$ cat src/rtl/alu_arbiter.sv
// alu_arbiter: shares one combinational ALU between two valid/ready
// requesters. Round-robin grant, one operation in flight, operands and
// results registered around the ALU.
module alu_arbiter #(
    parameter int WIDTH  = 16,
    parameter int CODE_W = 3
) (
    input  logic              clk,
    input  logic              rst_n,
    input  logic              req0_valid,
    output logic              req0_ready,
    input  logic [WIDTH-1:0]  req0_a,
    input  logic [WIDTH-1:0]  req0_b,
    input  logic [CODE_W-1:0] req0_code,
    input  logic              req1_valid,
    output logic              req1_ready,
    input  logic [WIDTH-1:0]  req1_a,
    input  logic [WIDTH-1:0]  req1_b,
    input  logic [CODE_W-1:0] req1_code,
    output logic              rsp0_valid,
    input  logic              rsp0_ready,
    output logic [WIDTH-1:0]  rsp0_result,
    output logic              rsp0_carry,
    output logic              rsp0_zero,
    output logic              rsp1_valid,
    input  logic              rsp1_ready,
    output logic [WIDTH-1:0]  rsp1_result,
    output logic              rsp1_carry,
    output logic              rsp1_zero,
    output logic [WIDTH-1:0]  alu_a,
    output logic [WIDTH-1:0]  alu_b,
    output logic [CODE_W-1:0] alu_code,
    input  logic [WIDTH-1:0]  alu_out,
    input  logic              alu_carry,
    input  logic              alu_zero,
    output logic              busy,
    output logic              grant_id
);

    // state | meaning
    // IDLE  | waiting for a request; grant is live
    // EXEC  | captured operands drive the ALU for one cycle
    // RESP  | result held until the owning port accepts it
    typedef enum logic [1:0] {IDLE, EXEC, RESP} state_t;

    state_t              state_q, state_d;
    logic                last_served_q, last_served_d;
    logic                grant_id_q, grant_id_d;
    logic [WIDTH-1:0]    a_q, a_d, b_q, b_d;
    logic [CODE_W-1:0]   code_q, code_d;
    logic [WIDTH-1:0]    res_q, res_d;
    logic                carry_q, carry_d, zero_q, zero_d;
    logic [1:0]          rsp_valid_q, rsp_valid_d;

    logic                grant;
    logic                grant_valid;
    logic                owner_rsp_ready;

    // Round-robin pick: a lone requester wins, a tie goes to the port not served last.
    always_comb begin
        grant           = req1_valid && (!req0_valid || !last_served_q);
        grant_valid     = grant ? req1_valid : req0_valid;
        owner_rsp_ready = grant_id_q ? rsp1_ready : rsp0_ready;
    end

    // Next-state and datapath capture for the IDLE -> EXEC -> RESP cycle.
    always_comb begin
        state_d       = state_q;
        last_served_d = last_served_q;
        grant_id_d    = grant_id_q;
        a_d           = a_q;
        b_d           = b_q;
        code_d        = code_q;
        res_d         = res_q;
        carry_d       = carry_q;
        zero_d        = zero_q;
        rsp_valid_d   = rsp_valid_q;
        case (state_q)
            IDLE: begin
                if (grant_valid) begin
                    state_d       = EXEC;
                    last_served_d = grant;
                    grant_id_d    = grant;
                    a_d           = grant ? req1_a    : req0_a;
                    b_d           = grant ? req1_b    : req0_b;
                    code_d        = grant ? req1_code : req0_code;
                end
            end
            EXEC: begin
                state_d                 = RESP;
                res_d                   = alu_out;
                carry_d                 = alu_carry;
                zero_d                  = alu_zero;
                rsp_valid_d[grant_id_q] = 1'b1;
            end
            RESP: begin
                if (owner_rsp_ready) begin
                    state_d     = IDLE;
                    rsp_valid_d = 2'b00;
                end
            end
            default: begin
                state_d     = IDLE;
                rsp_valid_d = 2'b00;
            end
        endcase
    end

    // State and datapath registers; reset discards any in-flight operation.
    always_ff @(posedge clk or negedge rst_n) begin
        if (!rst_n) begin
            state_q       <= IDLE;
            last_served_q <= 1'b1;
            grant_id_q    <= 1'b0;
            a_q           <= '0;
            b_q           <= '0;
            code_q        <= '0;
            res_q         <= '0;
            carry_q       <= 1'b0;
            zero_q        <= 1'b0;
            rsp_valid_q   <= 2'b00;
        end else begin
            state_q       <= state_d;
            last_served_q <= last_served_d;
            grant_id_q    <= grant_id_d;
            a_q           <= a_d;
            b_q           <= b_d;
            code_q        <= code_d;
            res_q         <= res_d;
            carry_q       <= carry_d;
            zero_q        <= zero_d;
            rsp_valid_q   <= rsp_valid_d;
        end
    end

    // Output mapping; requests are only taken while idle, independent of rsp ready.
    always_comb begin
        req0_ready  = (state_q == IDLE) && !grant;
        req1_ready  = (state_q == IDLE) && grant;
        rsp0_valid  = rsp_valid_q[0];
        rsp1_valid  = rsp_valid_q[1];
        rsp0_result = res_q;
        rsp1_result = res_q;
        rsp0_carry  = carry_q;
        rsp1_carry  = carry_q;
        rsp0_zero   = zero_q;
        rsp1_zero   = zero_q;
        alu_a       = a_q;
        alu_b       = b_q;
        alu_code    = code_q;
        busy        = (state_q != IDLE);
        grant_id    = grant_id_q;
    end

endmodule

$ cat config.mk
export PLATFORM = sky130hd
export DESIGN_NAME = alu_arbiter
export DESIGN_NICKNAME = d
export VERILOG_FILES = /design/src/rtl/alu_arbiter.sv
export SDC_FILE = /design/constraint.sdc
export NUM_CORES = 1
export LEC_CHECK = 0
export CORE_AREA = 3 3 81 122
export CTS_CLUSTER_SIZE = 25
export DETAILED_ROUTE_END_ITERATION = 10
export DIE_AREA = 0 0 84 125
export PLACE_DENSITY = 0.74
export SLEW_MARGIN = 0
export SYNTH_ARGS = -nofsm -noshare
export SYNTH_HDL_FRONTEND = slang
export SYNTH_SLANG_ARGS = --single-unit
$ cat constraint.sdc
create_clock -name clk -period 1.6 [get_ports clk]
set_input_delay 0.32 -clock clk [delete_from_list [all_inputs] [get_ports clk]]
set_output_delay 0.32 -clock clk [all_outputs]
set_load 0.01 [all_outputs]
# After elaboration in Yosys (flattened, before gate mapping)
# Cells that the tools add are included.
# classes
bitwise	2
eq_ne	4
shifts	0
reduce_logical	13
div	0
n_mux	11
add_sub_neg	0
multipliers	0
magnitude_cmp	2
# op_table
op	n
2-to-1 mux 16 bit	2
one-hot mux 2 bit (3 select lines)	2
AND reduction 2 bit	3
logical AND 1 bit	4
2-to-1 mux 2 bit	2
!= test 2 bit, second input constant	2
zero test 1 bit	3
2-to-1 mux 1 bit	3
2-to-1 mux 3 bit	1
== test 2 x 1 -> 1 bit, second input constant	1
== test 2 bit, second input constant	1
zero test 2 bit	1
< comparator 1 x 2 -> 1 bit, second input constant	1
OR 2 bit	1
nonzero test 2 bit	1
demux 1 bit (select 1 bit)	1
greater-or-equal comparator 1 bit, second input constant	1
logical OR 1 bit	1
inverter 1 bit	1
# totals
regBits	59
n_memories	0
input_bits	94
mem_bits_ro	0
elab_cells	42
latch_bits	0
mem_bits_rw	0

# Depth between registers and ports, before layout
# Gate-level depths: netlist (run 1).
# depth
word_depth	6
mapped_depth	5

# Worst setup path before layout (run 1)
# OpenSTA, ideal clock, no wires.
# synth_path
kind	register to register
from	register last_served_q
to	register a_q[0], in the netlist alu_a[0]
path_buffers	2
stages_incl_launch_ff	6
setup_ps	125
path_slack_ps	72
arrival_time_ps	1403
path_cell_list	dfstp_2 > a21boi_1 > buf_6 > buf_6 > mux2_4 > mux2_4
# synth_between
elab_chain_cells	5
# synth_lines
item	line_no	rtl
start: declaration	47	logic last_served_q, last_served_d;
start signal: assignment	124	last_served_q <= last_served_d;
zero test 1 bit (*)	61	grant = req1_valid && (!req0_valid || !last_served_q);
logical OR 1 bit (*)	61	
logical AND 1 bit (*)	61	
2-to-1 mux 1 bit	62	grant_valid = grant ? req1_valid : req0_valid;
AND reduction 2 bit (no line)	--	
end signal: assignment	115	a_q <= '0;
end signal: assignment	126	a_q <= a_d;
end: declaration	49	logic [WIDTH-1:0] a_q, a_d, b_q, b_d;
# Every way passes the cells marked *; elsewhere a longest branch is shown, timed or not.
# A chain may end at the register's enable or synchronous reset.

# Worst setup path after layout (run 1)
# layout_path
from	register last_served_q
to	register a_q[5], in the netlist alu_a[5]
# The elaborated chain is that of the path after synthesis.

==> results of run 1 <==
==> power by group <==
| part | internal (uW) | switching [uW] | total (uW) |
|---|---|---|---|
| sequential | 2290 | 467 | 2750 |
| clock | 1360 | 671 | 2040 |
| combinational | 3400 | 1820 | 5230 |
==> layout make-up <==
class | instances | area, um^2
fill | 708 | 3699
sequential | 59 | 1478
tap | 110 | 137.6
inverter | 2 | 7.507
clock inverter | 6 | 90.09
clock buffer | 10 | 229.0
multi-input combinational | 103 | 1324
timing repair buffer | 186 | 1917
==> layer usage <==
| layer | wire, um | part of all wire | GRT usage |
|---|---|---|---|
| met5 | 0 | 0 | 0 |
| met4 | 89 | 0.011 | 0.05303 |
| met3 | 523 | 0.067 | 0.04477 |
| met2 | 4367 | 0.56 | 0.2799 |
| met1 | 2791 | 0.36 | 0.1547 |
==> stage by stage <==
step                hold WS (ns)  cells
CTS                      0.01052    476
finish                  0.006907    476
detailed placement        0.3546    459
global placement          0.3543    459
floorplan                0.02441    192
global route             0.01975    476
==> cells in the mapped netlist <==
| master | count | area, um^2 |
|---|---|---|
| dfstp_2 | 1 | 26.28 |
| inv_1 | 2 | 7.510 |
| mux2_4 | 56 | 840.8 |
| nor2_1 | 3 | 11.26 |
| a21boi_1 | 1 | 7.510 |
| buf_4 | 19 | 142.6 |
| a22o_1 | 2 | 17.52 |
| o21bai_1 | 1 | 7.510 |
| o21ai_0 | 1 | 5.000 |
| a21oi_1 | 1 | 5.000 |
| a31oi_1 | 1 | 6.260 |
| buf_6 | 7 | 78.83 |
| and2_1 | 1 | 6.260 |
| buf_2 | 2 | 10.01 |
| nor2b_1 | 1 | 6.260 |
| a21o_1 | 1 | 7.510 |
| dfrtp_1 | 58 | 1451 |
| o21a_1 | 1 | 7.510 |
| mux2_2 | 33 | 371.6 |
==> worst max-delay path by stage <==
stage / startpoint / to / slack, ns / cells after the start
after floorplan: last_served_q / alu_a[0] / 0.07 / 5
after global routing: last_served_q / alu_code[1] / -0.001 / 5
after detailed placement: req1_valid / alu_b[0] / -0.54 / 6
after CTS: rsp0_carry / rsp0_carry / 0.0002 / 1
after global placement: req1_valid / alu_b[0] / -0.52 / 6
final: last_served_q / alu_a[5] / 0.02 / 5
==> worst register-to-register path, delay by kind of cell, from the launching register on <==
kind	cells	cell delay, ns
muxes	2	0.56
AOI/OAI and AO/OA	1	0.07
buffers and inverters	2	0.29
DFF	1	0.55
==> sequential cells by signal, indices dropped and copies added, names as in the netlist <==
| name | flops |
|---|---|
| rsp0_carry | 1 |
| rsp0_zero | 1 |
| alu_b | 16 |
| alu_a | 16 |
| rsp_valid_q | 2 |
| last_served_q | 1 |
| state_q | 2 |
| alu_code | 3 |
| rsp0_result | 16 |
| grant_id | 1 |
==> cell families after synthesis <==
logic type,after synthesis,share of synthesized area
flops,59,0.4898
simple gates,5,0.007883
buf+inv,30,0.07922
mux,89,0.4019
compound gates,9,0.02116
==> repair_timing <==
action | CTS | global route
setup endpoints to repair | 40 | 25
pin swaps | 2 | 0
gates resized for setup | 19 | 16
endpoints found under the hold margin | 0 | 0
setup buffers | 1 | 0
==> flow_summary.yaml, run 1 <==
cells_and_area:
  layout_commonest_cell: "clkdlybuf4s50_1"
  drive_above_1_share: 0.3552
  fin_area_um2: 5182
  final_cell_mix: "150 x clkdlybuf4s50_1, 58 x dfrtp_1, 57 x mux2_4"
  fin_util: 0.5835
  fin_nets: 455
  num_antenna_cells: 0
  syn_to_final_growth_pct: 71.80
clock_network:
  cts_hold_buf: 0
  numCtsBuffers: 9
  clk_latency_ns: 0.32
  cts.sinks: 59
  htreeDepth: 3
  clkTransAtPathRegs_ns: 0.06
  cts_root_buf: "clkbuf_16"
  cts_buffer_depth: 2
  cts_tree: "built"
synthesis:
  syn_inst: 192
  ys_ff_latch: 59
  syn-num-nets: 286
  synthDistinctLibCells: 19
  avgSynthCellArea_um2: 15.71
  syn_area_um2: 3017
  ys_warn_count: 0
  ys_seq_area_frac: 0.4898
routing:
  post-route-drc-count: 0
  num_vias: 2157
  ant_nets: 0
  wirelength_mm: 7.771
  drt_iter0_markers: 49
  drt-pass1-iter-count: 4
  viasPerCell: 4.532
  wl_per_cell_um: 16.33
die:
  placementRows: 42
  die_area_um2: 10500
  start_util: 0.3397
  die_w_um: 84
  top_level_ports: 171
  core_area_um2: 8881
  chipHeight_um: 125
critical_path:
  arrival_ns: 1.78
  rr_worst_depth: 5
  cp_slowest_cell: "dfstp_2"
  timing.reg2reg.setup_slack_ns: 0.02
  crit_family: "flip-flops"
  endpoint_kind: "register"
  path_cells: "a21boi_4, buf_6, buf_12, mux2_4, mux2_4"
  crit_required_ns: 1.80
  cp_num_buf_inv: 2
  r2r-end: "alu_a[5]"
  critPathLaunchType: "register"
  cp_max_fo: 9
  critPathMaxStageDelay_ns: 0.55
  criticalPathCategory: "reg -> reg"
  cp_common_cell: "mux2_4"
  r2r-start: "last_served_q"
sta:
  tightest_slew_ns: 0.3252
  max_freq_mhz: 634.3
  fin_skew_ns: 0.007840
  timing.final.crit_share: 0.9853
  tns_ns: 0
  report.final.setup_viol: 0
  min_period_ns: 1.577
  setup_ws_ns: 0.02350
  final_hold_viol_count: 0
  max_slew_margin: 0.7832
  slew_viol_final: 0
global_route:
  gr-total-overflow: 0
  antenna_found_initial: 0
  grt_usage: 0.1493
  grt_pass1_vias: 2458
  grt_start_max_net_pins: 60
  grt_pass1_wl_mm: 12.40
status:
  status: "finished, final reports clean"
place:
  place.port_buffers: 170
  gp_congestion: 0.7686
  dpl.hpwl_mm: 5.944
  dpl_cell_area_um2: 4822
  place_ws_ns: -0.5354
power_and_ir_drop:
  power.leakage_uw: 0.002360
  irDropWorstVdd_mv: 1.130
  finalPower_uw: 10010
  powerDensity_nw_per_um2: 1932
worst_hold_path:
  hp-class: "in -> async"
flow_run:
  maxCapViolCount: 0
(Power assumes the default switching activity.)
==> run 2, diff against run 1 <==
PLACE_DENSITY = 0.71   (was 0.74)
clock period = 1.5 ns   (was 1.6 ns; I/O delays follow)
==> run 2 against run 1 <==
Maximum frequency down 1.0%. Critical endpoint is now alu_b[14]. Register-to-register slack worse by 0.12 ns. Hold slack better by 0.42 ns. Die area unchanged. Combinational power up 4.8%. Final cell count up 2.9%. Sequential power up 7%. First-iteration DRC count up 20%. Via count up 3.2%. Sequential share of layout area down 0.80 points. Total power up 7.3%. Core utilization up 1.7 points. The run now ends with setup timing left.
==> flow_summary.yaml, run 2 (synthesis results as in run 1) <==
critical_path:
  critPathMaxStageDelay_ns: 0.38
  cp_slowest_cell: "dfrtp_1"
  cp_common_cell: "buf_12"
  criticalPathCategory: "reg -> reg"
  critPathLaunchType: "register"
  path_cells: "nor2_2, buf_4, buf_6, o21a_4, buf_12, buf_12, mux2_4"
  crit_required_ns: 1.70
  cp_max_fo: 9
  timing.reg2reg.setup_slack_ns: -0.09
  endpoint_kind: "register"
  arrival_ns: 1.79
routing:
  ant_nets: 0
  drt_iter0_markers: 59
  wirelength_mm: 7.952
  wl_per_cell_um: 16.23
  viasPerCell: 4.543
  drt-pass1-iter-count: 3
  post-route-drc-count: 0
  num_vias: 2226
place:
  place.port_buffers: 170
  dpl_cell_area_um2: 4810
  dpl.hpwl_mm: 5.808
  gp_congestion: 0.7494
clock_network:
  clkTransAtPathRegs_ns: 0.05
  clk_latency_ns: 0.33
  cts_root_buf: "clkbuf_16"
  numCtsBuffers: 9
  cts_buffer_depth: 2
  cts_tree: "built"
  cts.sinks: 59
  htreeDepth: 3
die:
  core_area_um2: 8881
  placementRows: 42
  die_area_um2: 10500
  start_util: 0.3397
  chipHeight_um: 125
  top_level_ports: 171
  die_w_um: 84
power_and_ir_drop:
  irDropWorstVdd_mv: 1.056
  powerDensity_nw_per_um2: 2014
  power.leakage_uw: 0.002472
  finalPower_uw: 10740
cells_and_area:
  fillers: 728
  drive_above_1_share: 0.3816
  syn_to_final_growth_pct: 76.77
  fin_area_um2: 5333
  fin_util: 0.6005
  final_cell_mix: "90 x clkdlybuf4s50_1, 76 x dlygate4sd2_1, 58 x dfrtp_1"
  layout_commonest_cell: "clkdlybuf4s50_1"
  num_antenna_cells: 0
  fin_nets: 469
flow_run:
  maxCapViolCount: 0
global_route:
  grt_pass1_vias: 2424
  grt_usage: 0.1516
  antenna_found_initial: 0
  gr-total-overflow: 0
  grt_start_max_net_pins: 60
  grt_pass1_wl_mm: 12.41
worst_hold_path:
  hp-class: "in -> reg"
status:
  status: "complete, but fails checks"
  violations: "setup timing"
sta:
  max_slew_margin: 0.7881
  report.final.setup_viol: 38
  min_period_ns: 1.592
  tns_ns: -2.579
  max_freq_mhz: 627.9
  rsz0062_at_grt: "true"
  setup_ws_ns: -0.09249
  timing.final.crit_share: 1.062
  final_hold_viol_count: 0
  tightest_slew_ns: 0.3178
  fin_skew_ns: 0.008904
  slew_viol_final: 0
-- run 2: cell count changes in the layout (fill, tap and decap cells not counted), sizes merged --
cell	delta
buf	+13
bufinv	+1
dlygate4sd2	+72
clkinv	-2
dlymetal6s2s	-12
clkdlybuf4s50	-60
clkinvlp	+1
dlygate4sd3	+1
-- run 2: per-layer routing --
layer,GRT usage,vias up,wire [um]
met4,0.05682,0,92
met1,0.1643,1087,2885
met2,0.2743,102,4424
met5,0,-,0
li1,-,1029,-
met3,0.04608,8,549
-- run 2: timing repair --
action / in CTS / in global routing
cloned: 4 / 0
resized for setup: 103 / 8
setup buffers: 7 / 3
hold buffers: 1 / 0
endpoints found under the setup margin: 112 / 55
endpoints found under the hold margin: 58 / 0
pin swaps: 3 / 2
-- run 2: worst max-delay path, delay by kind of cell (launching register included) --
family,cells,cell delay [ns]
buffers and inverters,4,0.47
DFF,1,0.38
muxes,1,0.30
AOI/OAI and AO/OA,1,0.17
and+or+nand+nor,1,0.13
-- run 2: path summary, 6_finish.rpt --
check / from / endpoint / cells after the start
worst max-delay path: state_q[0] / alu_b[14] / 7
worst min-delay path: req1_valid / last_served_q / 3
worst max register to register: state_q[0] / alu_b[14] / 7
worst min register to register: rsp_valid_q[0] / rsp_valid_q[0] / 1
max in group asynchronous: rst_n / last_served_q / 3
min in group asynchronous: rst_n / rsp0_result[0] / 3
-- run 2: per-stage QoR --
step | cells | hold slack, ns | setup WS, ns
after floorplan | 192 | 0.004409 | -0.01645
after global placement | 459 | 0.3336 | -0.5423
after detailed placement | 459 | 0.3286 | -0.5691
after CTS | 487 | 0.4132 | -0.1241
after global routing | 490 | 0.4618 | -0.1622
final | 490 | 0.4294 | -0.09249
-- run 2: layout make-up --
class / instances / area [um^2] / share of cell area
Clock buffer: 10 / 229.0 / 0.04294
Tap cell: 110 / 137.6 / 0.02581
Inverter: 2 / 7.507 / 0.001408
Sequential cell: 59 / 1478 / 0.2771
Multi-Input combinational cell: 103 / 1338 / 0.2508
Clock inverter: 6 / 113.9 / 0.02135
Timing Repair Buffer: 200 / 2029 / 0.3806
-- run 2: power by group --
group,switching (uW),internal (uW),total (uW)
combinational,2060,3410,5480
clock,707,1620,2330
sequential,494,2440,2930
total,3270,7470,10700
==> run 3, diff against run 2 <==
CORE_AREA = 3 3 99 101   (was 3 3 81 122)
DIE_AREA = 0 0 102 104   (was 0 0 84 125)
SKIP_LAST_GASP = 1   (was unset)
==> run 3 against run 2 <==
The flow still finishes with violations (setup timing). Hold slack better by 0.036 ns. Count of clock-buffer cells in the layout stayed put. Via count is 0.54% higher. Clock power decreased by 30%. Global-route usage down 1.0 points. Critical endpoint is now alu_b[8]. Sequential power about the same. Non-clock buffer count is 6 higher. Flip-flop and latch count did not move. Core utilization decreased by 1.6 points. Routed wire length shrank 0.15%. Setup slack worse by 0.13 ns. Critical path type unchanged.
==> flow_summary.yaml, run 3 (synthesis results as in run 1) <==
routing:
  num_vias: 2238
  post-route-drc-count: 0
  ant_nets: 0
  drt-pass1-iter-count: 3
  wirelength_mm: 7.940
  wl_per_cell_um: 15.98
  viasPerCell: 4.503
  drt_iter0_markers: 42
sta:
  timing.final.crit_share: 1.145
  fin_skew_ns: 0.009387
  tns_ns: -6.709
  tightest_slew_ns: 0.4676
  report.final.setup_viol: 38
  max_slew_margin: 0.6883
  max_freq_mhz: 582.2
  slew_viol_final: 0
  final_hold_viol_count: 0
  setup_ws_ns: -0.2177
  rsz0062_at_grt: "true"
  min_period_ns: 1.718
power_and_ir_drop:
  irDropWorstVdd_mv: 0.7434
  power.leakage_uw: 0.002490
  powerDensity_nw_per_um2: 1923
status:
  status: "complete, but fails checks"
  violations: "setup timing"
critical_path:
  arrival_ns: 1.93
  rr_worst_depth: 6
  r2r-start: "last_served_q"
  cp_max_fo: 10
  r2r-end: "alu_b[8]"
  criticalPathCategory: "reg -> reg"
  crit_required_ns: 1.71
  endpoint_kind: "register"
  critPathLaunchType: "register"
  timing.reg2reg.setup_slack_ns: -0.22
global_route:
  grt_pass1_wl_mm: 11.77
  grt_usage: 0.1413
  grt_pass1_vias: 2391
  gr-total-overflow: 0
  grt_start_max_net_pins: 37
  antenna_found_initial: 0
cells_and_area:
  drive_above_1_share: 0.3912
  fillers: 777
  layout_commonest_cell: "clkdlybuf4s50_1"
  fin_nets: 475
  multi_input_area_um2: 1361
  final_cell_mix: "90 x clkdlybuf4s50_1, 76 x dlygate4sd2_1, 64 x mux2_4"
  num_antenna_cells: 0
  fin_util: 0.5845
  syn_to_final_growth_pct: 76.48
  final-seq-area_um2: 1478
  fin_cells: 497
clock_network:
  cts_tree: "built"
  htreeDepth: 3
  numCtsBuffers: 9
  cts_root_buf: "clkbuf_8"
  clkTransAtPathRegs_ns: 0.07
  cts_buffer_depth: 2
  clk_latency_ns: 0.33
  cts.sinks: 59
die:
  chipHeight_um: 104
  start_util: 0.3312
  placementRows: 35
  die_w_um: 102
  core_area_um2: 9109
  die_area_um2: 10610
  top_level_ports: 171
flow_run:
  maxCapViolCount: 0
worst_hold_path:
  min-delay-start: "req0_valid"
  hold_path_end: "last_served_q"
  hp-class: "in -> reg"
  min_path_cells: 3
place:
  place.port_buffers: 170
  gp_congestion: 0.7301
  place_ws_ns: -0.5612
  dpl.hpwl_mm: 5.624
  place_inst: 464
run 3: worst max-delay path: stages (launching register included):
cell and delay, ns:
dfstp_2 0.57, a21boi_4 0.06, buf_6 0.14, buf_12 0.14
buf_12 0.15, mux2_4 0.29, mux2_4 0.25
run 3: per-stage QoR:
stage | hold slack [ns] | total power [uW] | instance area, um^2
finish | 0.4652 | 10240 | 5324
global route | 0.4591 | 10830 | 5324
CTS | 0.4380 | 9884 | 5127
detailed placement | 0.3215 | 8648 | 4853
global placement | 0.3123 | 8543 | 4853
floorplan | 0.004409 | 5952 | 3028
run 3: worst max path at each step:
stage,start,end,cells past startpoint
after floorplan,last_served_q,alu_a[0],5
after global placement,req1_valid,alu_b[7],6
after detailed placement,req1_valid,alu_a[0],6
after CTS,last_served_q,alu_a[12],6
after global routing,last_served_q,req0_ready,5
final,last_served_q,alu_b[8],6
run 3: area by class of cell:
| type | count | share of cell area |
|---|---|---|
| flip-flops and latches | 59 | 0.2776 |
| inverters | 2 | 0.001880 |
| well taps | 111 | 0.02609 |
| clock inverters | 6 | 0.01669 |
| multi-input cells | 103 | 0.2557 |
| clock buffers | 10 | 0.02585 |
| repair buffers | 206 | 0.3962 |
run 3: where the power goes:
part,internal (uW),switching (uW),total (uW)
Clock,981,658,1640
Sequential,2430,476,2910
Combinational,3570,2120,5690
run 3: per-layer routing:
layer | vias to the layer above | global-route usage | share of wire
met1 | 1082 | 0.1585 | 0.38
met4 | 0 | 0.04686 | 0.018
met5 | - | 0 | 0
li1 | 1040 | - | -
met2 | 104 | 0.2535 | 0.53
met3 | 12 | 0.03823 | 0.073
run 3: what timing repair did:
item | CTS | global route
pin swaps | 1 | 1
setup endpoints to repair | 111 | 38
cloned | 2 | 4
setup buffers | 6 | 4
hold buffers | 1 | 0
hold endpoints to repair | 22 | 0
resized for setup | 102 | 14
